$ cat src/rtl/mul8_share_sched_pkg.sv
// Shared constants and helpers for the 8x8 multiply scheduler that time-shares
// one 4x4 multiplier: state encoding, step count, and per-step shift/half selects.
package mul8_share_sched_pkg;

   // Default width of the shared multiplier operands.
   localparam int MW_DEF  = 4;

   // One 8x8 multiply takes four 4x4 partial products.
   localparam int N_STEPS = 4;

   typedef enum logic [1:0] {
      ST_IDLE = 2'd0,
      ST_RUN  = 2'd1,
      ST_DONE = 2'd2
   } state_t;

   // Left shift applied to the partial product of step k: {0, MW, MW, 2*MW}.
   function automatic int step_shift(input logic [1:0] k, input int mw);
      case (k)
         2'd0:    return 0;
         2'd1:    return mw;
         2'd2:    return mw;
         default: return 2 * mw;
      endcase
   endfunction

   // Multiplicand half for step k: low for k0/k1, high for k2/k3.
   function automatic logic step_x_hi(input logic [1:0] k);
      return k[1];
   endfunction

   // Multiplier half for step k: low for k0/k2, high for k1/k3.
   function automatic logic step_y_hi(input logic [1:0] k);
      return k[0];
   endfunction

endpackage

$ cat src/rtl/mul8_share_sched_rr_arb2.sv
// Two-way round-robin arbiter. Grants are combinational; the pointer remembers
// the last requester that was granted and moves only on an accepted grant.
module rr_arb2 (
   input  logic clk,
   input  logic rst,
   input  logic en,
   input  logic valid0,
   input  logic valid1,
   output logic gnt0,
   output logic gnt1
);

   // Index of the requester granted most recently; reset to 1 so requester 0
   // wins the first tie.
   logic last_q;

   // Grant the lone requester, or on a tie the one not granted last.
   always_comb begin
      gnt0 = en & valid0 & (~valid1 | last_q);
      gnt1 = en & valid1 & (~valid0 | ~last_q);
   end

   // Pointer update on an accepted grant only.
   always_ff @(posedge clk) begin
      if (rst) begin
         last_q <= 1'b1;
      end else if (gnt0 | gnt1) begin
         last_q <= gnt1;
      end
   end

endmodule

$ cat src/rtl/mul8_share_sched.sv
// Scheduler sharing one external combinational MW x MW multiplier between two
// requesters. Each 2MW x 2MW request is split into four partial products issued
// on consecutive cycles and shift-accumulated into a 4MW-bit result.
//
// Handshakes: a transfer occurs on a rising edge where valid and ready are both
// high. reqN_ready is combinational, high only in IDLE for the granted requester
// whose valid is high, and never in a reset cycle; requesters hold x/y stable
// while valid is high and ready is low. rsp_valid stays high with rsp_p/rsp_id
// stable until the edge where rsp_ready is also high.
module mul8_share_sched
   import mul8_share_sched_pkg::*;
#(
   parameter int MW = MW_DEF
) (
   input  logic              clk,
   input  logic              rst,
   input  logic              req0_valid,
   output logic              req0_ready,
   input  logic [2*MW-1:0]   req0_x,
   input  logic [2*MW-1:0]   req0_y,
   input  logic              req1_valid,
   output logic              req1_ready,
   input  logic [2*MW-1:0]   req1_x,
   input  logic [2*MW-1:0]   req1_y,
   output logic [MW-1:0]     mul_x,
   output logic [MW-1:0]     mul_y,
   input  logic [2*MW-1:0]   mul_o,
   output logic              rsp_valid,
   input  logic              rsp_ready,
   output logic              rsp_id,
   output logic [4*MW-1:0]   rsp_p,
   output logic              busy
);

   localparam int W = 2 * MW;
   localparam logic [1:0] LAST_STEP = 2'(N_STEPS - 1);

   state_t           state_q, state_d;
   logic [1:0]       k_q;
   logic [W-1:0]     x_q, y_q;
   logic             id_q;
   logic [2*W-1:0]   acc_q;
   logic             arb_en, gnt0, gnt1, accept;
   logic [2*W-1:0]   pp;

   // Grants are only offered while idle and never during reset.
   assign arb_en = (state_q == ST_IDLE) && !rst;

   rr_arb2 u_arb (
      .clk    (clk),
      .rst    (rst),
      .en     (arb_en),
      .valid0 (req0_valid),
      .valid1 (req1_valid),
      .gnt0   (gnt0),
      .gnt1   (gnt1)
   );

   assign req0_ready = gnt0;
   assign req1_ready = gnt1;
   assign accept     = gnt0 | gnt1;

   // Next-state logic: IDLE -> RUN on accept, RUN -> DONE after last step,
   // DONE -> IDLE when the result is taken.
   always_comb begin
      state_d = state_q;
      case (state_q)
         ST_IDLE: if (accept)              state_d = ST_RUN;
         ST_RUN:  if (k_q == LAST_STEP)    state_d = ST_DONE;
         ST_DONE: if (rsp_ready)           state_d = ST_IDLE;
         default:                          state_d = ST_IDLE;
      endcase
   end

   // Operand half selection for the current step; multiplier inputs idle at 0.
   always_comb begin
      mul_x = '0;
      mul_y = '0;
      pp    = '0;
      if (state_q == ST_RUN) begin
         mul_x = step_x_hi(k_q) ? x_q[W-1:MW] : x_q[MW-1:0];
         mul_y = step_y_hi(k_q) ? y_q[W-1:MW] : y_q[MW-1:0];
         pp    = {{(2*W-2*MW){1'b0}}, mul_o} << step_shift(k_q, MW);
      end
   end

   // State register, operand latch and shift-accumulate.
   always_ff @(posedge clk) begin
      if (rst) begin
         state_q <= ST_IDLE;
         k_q     <= 2'd0;
         x_q     <= '0;
         y_q     <= '0;
         id_q    <= 1'b0;
         acc_q   <= '0;
      end else begin
         state_q <= state_d;
         case (state_q)
            ST_IDLE: begin
               if (accept) begin
                  x_q   <= gnt1 ? req1_x : req0_x;
                  y_q   <= gnt1 ? req1_y : req0_y;
                  id_q  <= gnt1;
                  acc_q <= '0;
                  k_q   <= 2'd0;
               end
            end
            ST_RUN: begin
               acc_q <= acc_q + pp;
               k_q   <= k_q + 2'd1;
            end
            default: ;
         endcase
      end
   end

   assign rsp_valid = (state_q == ST_DONE);
   assign rsp_p     = acc_q;
   assign rsp_id    = id_q;
   assign busy      = (state_q != ST_IDLE);

endmodule

$ cat config.mk
export PLATFORM = sky130hd
export DESIGN_NAME = mul8_share_sched
export DESIGN_NICKNAME = d
export VERILOG_FILES = /design/src/rtl/mul8_share_sched_pkg.sv /design/src/rtl/mul8_share_sched_rr_arb2.sv /design/src/rtl/mul8_share_sched.sv
export SDC_FILE = /design/constraint.sdc
export NUM_CORES = 1
export LEC_CHECK = 0
export CAP_MARGIN = 25
export CORE_MARGIN = 10
export CORE_UTILIZATION = 50
export CTS_BUF_LIST = sky130_fd_sc_hd__clkbuf_4
export CTS_CLUSTER_DIAMETER = 80
export CTS_CLUSTER_SIZE = 10
export DETAILED_ROUTE_END_ITERATION = 8
export GPL_ROUTABILITY_DRIVEN = 0
export HOLD_SLACK_MARGIN = 0.08
export PLACE_DENSITY_LB_ADDON = 0.12
export SYNTH_ARGS = -nofsm -noshare
export SYNTH_HDL_FRONTEND = slang
export SYNTH_HIERARCHICAL = 1
export SYNTH_SLANG_ARGS = --single-unit
$ cat constraint.sdc
create_clock -name clk -period 8 [get_ports clk]
set_input_delay 1.2 -clock clk [delete_from_list [all_inputs] [get_ports clk]]
set_output_delay 1.2 -clock clk [all_outputs]
set_load 0.05 [all_outputs]
==> results.md, run 1 <==
Clock tree:
- The hold buffer count at cts is 0.
- Buffers added to address setup during post-CTS repair amount to 0.
- Clock-pin slew was measured on the worst setup and hold paths at 100 ps.
- In this run, post-CTS repair resized a total of 0 instances.
- TritonCTS built the clock tree.
- The number of H-tree levels is 2.
- The clock net in this run drives a total of 38 sinks.
- The library cell used as clock root buffer is sky130_fd_sc_hd__clkbuf_4.
- For the worst-skew pair, the clock arrives at the later sink with an insertion delay of 350 ps.
- In this run the deepest clock path goes through 2 buffers.
- TritonCTS created 5 clock buffers.

Critical path:
- The cell with the largest stage delay on the worst path is sky130_fd_sc_hd__clkdlybuf4s50_1.
- Of all nets on the critical path, the largest fanout is 32.
- The required time of the worst setup path is 6800 ps.
- The critical path in this run is classified as in -> out.
- The number of cells on the worst reg-to-reg path is 11.
- The data arrival time of the worst path is 3460 ps.
- STA classifies the critical path endpoint as an output port.
- Walking the worst path, the cells encountered are clkdlybuf4s50_1 > buf_4 > nor2_1 > nand2_1 > a21oi_2 > buf_4 > clkdlybuf4s50_1.
- The reg-to-reg startpoint is state_q[1]$_SDFFE_PP0P_.
- The endpoint of the lowest-slack register-to-register path is rsp_p[10]$_SDFFE_PP0P_.
- For this run, the slowest stage of the critical path takes 870 ps.
- STA classifies the critical path startpoint as an input pin.
- The register-to-register setup slack is 4540 ps.

Yosys:
- The summed instance area of the synthesized netlist is 0.00259 mm^2.
- sky130_fd_sc_hd__dfxtp_1 takes more of the synthesized area than any other cell.
- Among all cell types in the netlist, the one instantiated most often is sky130_fd_sc_hd__nor2_1.
- The number of synthesis warnings is 6.
- The async set-reset flop share out of synthesis is 0.
- The number of distinct standard cells referenced by the synthesized netlist is 53.
- The most used flip-flop cell after synthesis is sky130_fd_sc_hd__dfxtp_1.
- The number of flops mapped to enable cells by yosys is 0.
- After synthesis the netlist holds a flip-flop and latch count of 38.
- The commonest cells after synthesis are 50 x sky130_fd_sc_hd__nor2_1, 38 x sky130_fd_sc_hd__dfxtp_1, 29 x sky130_fd_sc_hd__mux2i_1, 17 x sky130_fd_sc_hd__a211oi_1, 17 x sky130_fd_sc_hd__ha_1.
- The post-synthesis instance total is 299.
- After synthesis, the cell types taking the most area are sky130_fd_sc_hd__dfxtp_1 29%, sky130_fd_sc_hd__mux2i_1 11%, sky130_fd_sc_hd__ha_1 8.2%, sky130_fd_sc_hd__nor2_1 7.3%, sky130_fd_sc_hd__a211oi_1 4.9%.
- The share of synthesized area in the top cell type comes to 0.294.
- The register area share after synthesis is 0.294.
- A synthesized cell averages 8.65 um^2.
- When the netlist entered floorplanning its net count stood at 362.

Timing:
- The headroom to the max-slew limit is 0.468.
- The count of final max-slew check failures is 0.
- The maximum clock rate is 215 MHz.
- Setup repair after global routing left no endpoint under its margin.
- The final-report hold violation count is 0.
- Dividing the final minimum period by the clock period gives 0.582.
- The setup-violating endpoint count in the final report is 0.
- Between clock sinks in the finished design, the worst skew comes to 14.3 ps.
- For the finished layout, the period the worst path requires is 4660 ps.
- In the final timing run, aggregate negative setup slack is 0 ps.
- The slew at the pin closest to its max-slew limit is 798 ps.
- Once routing completed, OpenROAD measured the worst setup slack at 3340 ps.

Pwr:
- VDD sags by at most 0.0752 mV.
- The reported net switching power is 139 uW.
- The leakage power of the design is 0.00135 uW.
- The proportion of power drawn by flip-flops and latches is 0.484.
- The share of total power dissipated in the clock network is 0.229.
- The switching fraction of total power is 0.322.
- The internal power of the cells totals 294 uW.
- The areal power density over the cells is 128 mW/mm^2.
- The portion of total power attributed to combinational logic is 0.287.

Final layout:
- The fraction of final layout cells sized beyond drive strength 1 is 0.0608.
- The non-filler instance count after layout is 432.
- 0 antenna diodes ended up in the layout.
- The layout overhead on the synthesized area is 30.8%.
- The total number of nets in the final design is 424.
- The layout has 457 filler cells.
- The finished cells cover 0.00338 mm^2.

Run:
- Across the run, the number of max-cap violations was 0.

Worst hold path:
- The source of the worst hold timing path is x_q[4]$_SDFFE_PP0P_.
- The hold-critical path endpoint is x_q[4]$_SDFFE_PP0P_.
- The cell depth of the worst hold path is 2.
- The path class of the tightest hold or removal check is reg -> reg.

Global route:
- The pin count of the biggest net entering global routing is 33.
- The initial antenna violation count came to 0.
- The final global-route overflow total is 0.
- The first global-routing pass estimated 11.2 mm of wire.
- The overall fraction of global-route tracks in use is 0.157.
- The number of global-route vias before repair is 2361.

Status:
- The flow ran to the end, and the final reports show no timing, DRC or antenna violations.

Route:
- The wire length after detailed routing is 6.69 mm.
- Once detail routing completed, the nets flagged for antenna violations numbered 0.
- For this block, the via count after detailed routing is 2380.
- The detailed-route wire length per cell is 15.5 um.
- In the routed layout, each cell is associated on average with a via count of 5.51.
- The count of unresolved DRC violations after routing is 0.
- The count of routing violations after the opening detailed-route iteration is 123.
- The first detailed-routing pass took 6 iterations.

Floorplanning:
- For this design the top-level I/O count stands at 74.
- The initial core utilization is 0.510.
- From bottom edge to top edge, the die measures 91.9 um.
- The full die area is 0.00845 mm^2.
- The initialized floorplan defines 26 standard-cell rows.
- The floorplan core area is 0.00507 mm^2.
- The die boundary width is 91.9 um.

Place:
- OpenSTA, run right after detailed placement, puts the worst setup slack at 3350 ps.
- During placement, the flow inserted port buffers numbering 73.
- The total cell area at the placement stage is 0.00332 mm^2.
- The instance count after placement with tap cells included is 423.
- The detailed placement HPWL is 5.27 mm.
## layout by cell type, fill, tap and decap left out, types with 2 or more instances in the layout
cell type and count:
sky130_fd_sc_hd__mux2i_1 29, sky130_fd_sc_hd__o21ai_0 5, sky130_fd_sc_hd__ha_1 17, sky130_fd_sc_hd__nand2b_1 2, sky130_fd_sc_hd__nand3_1 2, sky130_fd_sc_hd__and2_1 4
sky130_fd_sc_hd__nand2_1 10, sky130_fd_sc_hd__a21o_1 7, sky130_fd_sc_hd__o21a_1 3, sky130_fd_sc_hd__nor3_1 6, sky130_fd_sc_hd__inv_1 3, sky130_fd_sc_hd__a31oi_1 2
sky130_fd_sc_hd__nor2b_1 7, sky130_fd_sc_hd__a21oi_2 2, sky130_fd_sc_hd__clkbuf_4 6, sky130_fd_sc_hd__a211oi_1 17, sky130_fd_sc_hd__clkdlybuf4s50_1 73, sky130_fd_sc_hd__a21oi_1 13
sky130_fd_sc_hd__xnor2_1 8, sky130_fd_sc_hd__nor2_1 49, sky130_fd_sc_hd__a22oi_1 14, sky130_fd_sc_hd__buf_4 2, sky130_fd_sc_hd__a22o_1 8, sky130_fd_sc_hd__xor2_1 4
sky130_fd_sc_hd__o211ai_1 3, sky130_fd_sc_hd__dfxtp_1 38
## per-stage QoR
| step | utilization | total power (uW) | hold WS [ps] |
|---|---|---|---|
| after floorplan | - | 294 | 477 |
| after global placement | 0.653 | 335 | 487 |
| after detailed placement | 0.653 | 337 | 494 |
| after CTS | 0.664 | 436 | 510 |
| after global routing | 0.667 | 459 | 537 |
| final | 0.667 | 433 | 506 |
## kinds of logic (layout without fill, tap and decap cells)
family,after synthesis,count (layout),share of synthesized area
muxes,29,29,0.112
adders and majority gates,18,18,0.0899
xor gates and xnor gates,12,12,0.0406
AOI/OAI and AO/OA,86,86,0.251
and+or+nand+nor,91,91,0.163
buffers and inverters,25,88,0.0488
DFF,38,38,0.294
## how the worst max path moves through the flow
| stage | from | endpoint | slack, ps | depth (start not counted) |
|---|---|---|---|---|
| 2_1_floorplan | rst | rsp_p[12]$_SDFFE_PP0P_ | 3870 | 13 |
| 3_3_place_gp | rst | req1_ready | 3410 | 7 |
| 3_5_place_dp | rst | req1_ready | 3350 | 7 |
| 4_1_cts | rst | req1_ready | 3340 | 7 |
| 5_1_grt | rst | req1_ready | 3260 | 7 |
| 6_report | rst | req1_ready | 3340 | 7 |
## registers in the layout, indices dropped and copies added (netlist names)
signal	cells
rsp_p	16
x_q	8
y_q	8
k_q	2
state_q	2
rsp_id	1
u_arb/last_q	1
## area by class of cell
type / count / area (um^2) / share of cell area
multi-input combinational: 236 / 1710 / 0.504
sequential: 38 / 761 / 0.225
inverter: 4 / 15.0 / 0.00444
timing repair buffer: 76 / 761 / 0.225
tap: 70 / 87.6 / 0.0259
clock buffer: 6 / 45.0 / 0.0133
clock inverter: 2 / 8.76 / 0.00259
## power by group through the flow
stage	combinational (uW)	sequential [uW]	clock, uW
after floorplan	77.9	216	0
after global placement	121	214	0
after detailed placement	123	214	0
after CTS	124	210	102
after global routing	137	211	110
final	124	210	99.2
## metal layers
layer / vias up / share of wire / global-route usage
met1: 1077 / 0.45 / 0.180
met3: 10 / 0.078 / 0.0709
li1: 1218 / - / -
met5: - / 0 / 0
met2: 75 / 0.46 / 0.254
met4: 0 / 0.016 / 0.0501
## critical path, delay by kind of cell
family / cells / cell delay [ps]
buffers and inverters: 4 / 1800
and+or+nand+nor: 2 / 350
AOI/OAI and AO/OA: 1 / 100
Power figures use the tool's default switching activity.
==> run 2, diff against run 1 <==
==> constraint.sdc (replaced) <==
create_clock -name clk -period 4.3 [get_ports clk]
set_input_delay 0.645 -clock clk [delete_from_list [all_inputs] [get_ports clk]]
set_output_delay 0.645 -clock clk [all_outputs]
set_load 0.05 [all_outputs]
==> results.md, run 2 (synthesis results as in run 1) <==
Floorplanning:
- The top-level port count is 74 (unchanged).
- The full die area came to 0.00845 mm^2 (unchanged).
- The initial core utilization was 0.510 (unchanged).
- The floorplan row count was 26 (unchanged).
- The die boundary width was 91.9 um (unchanged).
- The floorplan core area is 0.00507 mm^2 (unchanged).
- The height of the chip came to 91.9 um (unchanged).

Timing:
- The final critical-path setup slack is 981 ps (-2360 ps).
- The minimum clock period is 3320 ps.
- The maximum clock rate is 301 MHz.
- The setup-violating endpoint count in the final report came to 0 (unchanged).
- Setup repair after global routing left no endpoint under its margin.
- The clock skew after layout is 8.36 ps (-5.91 ps).
- The count of final max-slew check failures was 0 (unchanged).
- The final sum of negative setup slack came to 0 ps (unchanged).
- The headroom to the max-slew limit is 0.479 (+0.0111).
- The final-report hold violation count is 0 (unchanged).
- The slew at the pin closest to its max-slew limit came to 779 ps (-18.3 ps).
- Dividing the final minimum period by the clock period gives 0.772.

Pwr:
- The leakage power of the design is 0.00136 uW (+0.88%).
- The power consumption came to 875 uW (+100%).
- The largest voltage drop on the vdd net is 0.165 mV (+120%).
- The areal power density over the cells is 256 mW/mm^2 (+100%).

Critical path:
- The startpoint type of the worst setup path is a flip-flop.
- The most repeated library cell on the critical path is sky130_fd_sc_hd__ha_1.
- The combined buffer and inverter count along the critical path came to 0 (-4).
- The worst setup path is of the reg -> reg kind.
- The data arrival time of the worst path is 3590 ps (+130 ps).
- The critical path goes through ha_1 > nor3_1 > and2_1 > ha_1 > fa_1 > a21o_2 > a311oi_2 > nor2_1 > a31oi_1 > xnor2_1 > a22o_1.
- The number of cells on the worst reg-to-reg path is 11 (unchanged).
- The required time of the worst setup path was 4570 ps (-2230 ps).
- The register-to-register setup slack came to 980 ps (-3560 ps).
- The reg-to-reg startpoint is k_q[1]$_SDFFE_PP0P_.
- The longest individual stage delay on the worst path is 540 ps (-330 ps).
- The worst-path maximum fanout is 8 (-75%).
- The cell with the largest stage delay on the worst path is sky130_fd_sc_hd__ha_1.
- The endpoint of the lowest-slack register-to-register path is rsp_p[10]$_SDFFE_PP0P_.
- The kind of end point of the critical path is a flip-flop.
- The kind of cell with the highest combined delay along the critical path is adder cells.
- The critical path launch point is k_q[1]$_SDFFE_PP0P_.

Global route:
- The met3 track utilization from global routing came to 0.0693 (-0.00163).
- The pin count of the biggest net entering global routing is 33 (unchanged).
- The wire length of the first global-routing pass is 11.4 mm (+1.9%).
- The most used routing layer is met2.
- The overall fraction of global-route tracks in use came to 0.160 (+0.00349).
- The global routing usage on met2 was 0.258 (+0.00471).
- The final global-route overflow total was 0 (unchanged).
- The initial antenna violation count is 0 (unchanged).
- The number of global-route vias before repair is 2438 (+3.3%).
- The global-route met1 utilization is 0.183 (+0.00278).

Final layout:
- The layout overhead on the synthesized area is 32.2%.
- The top cell types in the final layout, fill and taps aside, are 73 x sky130_fd_sc_hd__clkdlybuf4s50_1, 49 x sky130_fd_sc_hd__nor2_1, 38 x sky130_fd_sc_hd__dfxtp_1.
- The total number of nets in the final design is 426 (+0.47%).
- The number of diodes added for antenna fixing is 0 (unchanged).
- The most frequent standard cell in the layout excluding fill and tap cells is sky130_fd_sc_hd__clkdlybuf4s50_1.
- The fraction of final layout cells sized beyond drive strength 1 was 0.0687 (+0.00791).
- The number of flip-flops in the largest register is 16 (unchanged).

Place:
- The detailed placement HPWL is 5.33 mm (+1.2%).
- The worst setup slack after placement was 999 ps (-2350 ps).
- The number of port buffers is 73 (unchanged).

Clock tree:
- The number of CTS-inserted buffers is 5 (unchanged).
- The clock sink count came to 38 (unchanged).
- The clock latency of the later-clocked register in the worst-skew pair was 360 ps (about the same).
- The CTS clock-pin slew for the worst setup and hold paths is 120 ps (+20 ps).
- The clock tree from TritonCTS is yes.
- The post-CTS setup buffer count came to 0 (unchanged).
- Clock tree synthesis selected as its root buffer the cell sky130_fd_sc_hd__clkbuf_4.
- The count of instances resized after the clock tree is built is 0 (unchanged).
- The maximum clock path buffer count came to 2 (unchanged).
- The hold buffer count at cts came to 0 (unchanged).
- The number of H-tree levels is 2 (unchanged).

Route:
- The detailed-route wire length per cell is 15.6 um (+0.70%).
- The count of unresolved DRC violations after routing is 0 (unchanged).
- The detailed-route vias per instance was 5.65 (+2.6%).
- The final antenna-violating net count was 0 (unchanged).
- The number of search-and-repair iterations in the first detailed-routing pass is 4 (-2).
- The number of vias after detailed routing came to 2452 (+3.0%).
- The count of routing violations after the opening detailed-route iteration was 103 (-16%).
- The wire length after detailed routing is 6.77 mm (+1.2%).

Worst hold path:
- The startpoint identified for the worst hold timing path is y_q[4]$_SDFFE_PP0P_.
- The worst hold-check path type is reg -> reg.
- The path with the worst hold slack has its endpoint at y_q[4]$_SDFFE_PP0P_.
- The cell depth of the worst hold path is 2 (unchanged).

Run:
- The max-capacitance violation count is 0 (unchanged).

Status:
- The run finished with clean final reports.
## run 2: worst max path at each step
stage                              to  slack, ps  depth (start not counted)
6_report       rsp_p[10]$_SDFFE_PP0P_        980                         11
5_1_grt        rsp_p[10]$_SDFFE_PP0P_        730                         11
4_1_cts                    req1_ready        990                          6
3_5_place_dp               req1_ready       1000                          6
3_3_place_gp               req1_ready       1060                          6
2_1_floorplan  rsp_p[12]$_SDFFE_PP0P_        730                         13
## run 2: metal layers
metal  routed length, um  up-vias
met4                 138        0
met2                3070       85
met1                2980     1125
met5                   0        -
met3                 581       12
li1                    -     1230
## run 2: per-stage QoR
| stage | hold slack, ps | cells | cell area [um^2] | util |
|---|---|---|---|---|
| after global routing | 539 | 434 | 3420 | 0.674 |
| final | 505 | 434 | 3420 | 0.674 |
| after detailed placement | 491 | 426 | 3340 | 0.658 |
| after floorplan | 477 | 299 | 2590 | - |
| after global placement | 482 | 426 | 3340 | 0.658 |
| after CTS | 509 | 434 | 3420 | 0.674 |
## run 2: area by class of cell
class                           instances  area [um^2]
Clock buffer                            5         37.5
Multi-Input combinational cell        236         1710
Sequential cell                        38          761
Fill cell                             450         1650
Timing Repair Buffer                   78          768
Inverter                                4         15.0
Tap cell                               70         87.6
Clock inverter                          3         45.0
## run 2: tightest hold or removal path: stages (launching register included)
cell                       delay [ps]
sky130_fd_sc_hd__dfxtp_1          330
sky130_fd_sc_hd__nor2_1            90
sky130_fd_sc_hd__a211oi_1          50
## run 2: where the power goes
| group | internal [uW] | switching [uW] |
|---|---|---|
| logic | 105 | 126 |
| registers | 374 | 15.7 |
| clock network | 122 | 131 |
| total | 602 | 273 |
==> patch: new RTL, settings of run 2 <==
The package constant `MW_DEF` goes from 4 to 6.
--- a/src/rtl/mul8_share_sched_pkg.sv
+++ b/src/rtl/mul8_share_sched_pkg.sv
@@ -3,7 +3,7 @@
 package mul8_share_sched_pkg;
 
    // Default width of the shared multiplier operands.
-   localparam int MW_DEF  = 4;
+   localparam int MW_DEF  = 6;
 
    // One 8x8 multiply takes four 4x4 partial products.
    localparam int N_STEPS = 4;
Ports: changed (8 resized); port bits go from 74 to 106. No check against the original RTL was run, so the function may have changed too.
==> patch against run 2 <==
- sequential cell count up 16
- wire length up 70%
- hold slack worse by 0.0064 ns
- cell area up 54%
- final cell count up 62%
- power up 40%
- area after synthesis up 57%
- worst setup slack worse by 0.77 ns
- synthesized cell count up 70%
- largest cell class unchanged
==> patch: results (changes against run 2) <==
.. list-table::
   :header-rows: 1

   * - Metric
     - Value
   * - Share of synthesized area occupied by flip-flops and latches
     - 26.67% (-2.7 points)
   * - Setup slack of the most critical reg-to-reg path
     - 0.21 ns (-0.77 ns)
   * - Worst setup timing slack at the placement stage
     - 0.3412 ns (-0.6577 ns)
   * - Cell leakage power
     - 2.063 nW (+52%)
   * - Number of DRC violations after detailed-routing iteration 0
     - 138 (+34%)
   * - Status
     - completed
   * - Wire length reported by the detailed router
     - 11520 µm (+70%)
   * - Final HPWL DP
     - 9108 µm (+71%)
   * - Start of the worst register-to-register path
     - k_q[0]
   * - First-pass GRT wire length
     - 18900 µm (+66%)
   * - Commonest cells post-synth
     - sky130_fd_sc_hd__nor2_1, sky130_fd_sc_hd__dfxtp_1, sky130_fd_sc_hd__mux2i_1, sky130_fd_sc_hd__a21oi_1, sky130_fd_sc_hd__nand2_1
   * - Start point of the worst hold path
     - rsp_p[0]
   * - Total via count after detailed routing
     - 4098 (+67%)
   * - Vias in the first global route
     - 4010 (+64%)
   * - Gr usage total
     - 18.97% (+3.0 points)
   * - Non-Filler Instances
     - 704 (+62%)
   * - Peak fanout along the critical path
     - 22 (+14)
   * - Distinct cells, synth
     - 54 (+1.9%)
   * - Number of cells after detailed placement
     - 696 (+63%)
   * - Clock transition at path regs
     - 0.17 ns (+0.05 ns)
   * - Delay of the slowest cell on the worst path
     - 0.75 ns (+0.21 ns)
   * - Pin count of the biggest net entering global routing
     - 51 (+55%)
   * - Number of search-and-repair iterations in the first detailed-routing pass
     - 5 (+1)
   * - Number of port buffers
     - 105 (+44%)
   * - Share of cells above drive strength 1
     - 6.146% (-0.72 points)
   * - Most area-consuming cells after synthesis
     - sky130_fd_sc_hd__dfxtp_1, sky130_fd_sc_hd__mux2i_1, sky130_fd_sc_hd__ha_1, sky130_fd_sc_hd__nor2_1, sky130_fd_sc_hd__a211oi_1
   * - Per-instance average area after synthesis
     - 7.962 µm² (-8.0%)
   * - Largest vdd supply drop
     - 0.0001615 V (-2.2%)
   * - Transition at the pin with the smallest max-transition slack
     - 0.7067 ns (-0.07255 ns)
   * - Insertion delay to the later sink of the worst-skew pair
     - 0.39 ns (+0.03 ns)
   * - Synthesized netlist net count
     - 602 (+66%)
   * - Max reg flops
     - 24 (+8)
   * - Worst EP arrival
     - 4.39 ns (+0.80 ns)
   * - Worst Clk Skew
     - 0.02006 ns (+0.01170 ns)
   * - Depth of the worst register-to-register path
     - 13 (+2)
[patch: changes by cell type in the layout (fill, tap and decap cells not counted), sizes merged, moves of 11 or more]
cell	delta
buf	+12
mux2i	+21
a22oi	-12
a21oi	+20
a211oi	+11
nand2	+23
nand3	+12
clkdlybuf4s50	+30
dfxtp	+16
nor2	+24
o21ai	+13
[patch: layout make-up]
type / count / area (µm²)
clock buffer: 5 / 37.54
sequential: 54 / 1081
multi-input combinational: 409 / 2816
inverter: 11 / 41.29
timing repair buffer: 120 / 1159
clock inverter: 3 / 22.52
fill: 702 / 2522
tap: 102 / 127.6
[patch: layer usage]
layer	GRT usage, %	wire length (µm)	up-vias
li1	-	-	2042
met1	22.98	4882	1867
met2	30.95	5183	171
met3	6.732	1196	18
met4	5.669	253	0
met5	0	0	-
[patch: cell families after synthesis]
group	count (synthesis)	share of synthesized area, %
simple gates	171	19.70
compound gates	139	23.37
mux	54	13.46
flops	54	26.67
buf+inv	46	4.291
fa+ha+maj	28	8.830
xor+xnor	17	3.674
[patch: metrics by stage]
| stage | hold WS (ns) | area, µm² | util (%) |
|---|---|---|---|
| global placement | 0.4729 | 5225 | 66.92 |
| finish | 0.4983 | 5285 | 67.69 |
| CTS | 0.5039 | 5285 | 67.69 |
| detailed placement | 0.4854 | 5225 | 66.92 |
| floorplan | 0.4766 | 4053 | - |
| global route | 0.5351 | 5285 | 67.69 |
[patch: how the worst min path moves through the flow]
| stage | to | slack (ns) | cells past startpoint |
|---|---|---|---|
| 3_3_place_gp | rsp_p[2] | 0.47 | 2 |
| 2_1_floorplan | state_q[0] | 0.48 | 1 |
| 6_report | rsp_p[0] | 0.50 | 2 |
| 3_5_place_dp | rsp_p[8] | 0.49 | 2 |
| 4_1_cts | rsp_p[0] | 0.50 | 2 |
| 5_1_grt | rsp_p[2] | 0.54 | 2 |
[patch: critical path, delay by kind of cell, from the launching register on]
kind	cells	cell delay, ns
flops	1	0.36
xor+xnor	1	0.18
buf+inv	2	0.33
fa+ha+maj	2	1.07
simple gates	3	0.90
compound gates	5	1.16
[patch: where the power goes]
group / internal [W] / switching, W
logic: 0.000188 / 0.000234
clock network: 0.0000677 / 0.000178
registers: 0.000534 / 0.0000198
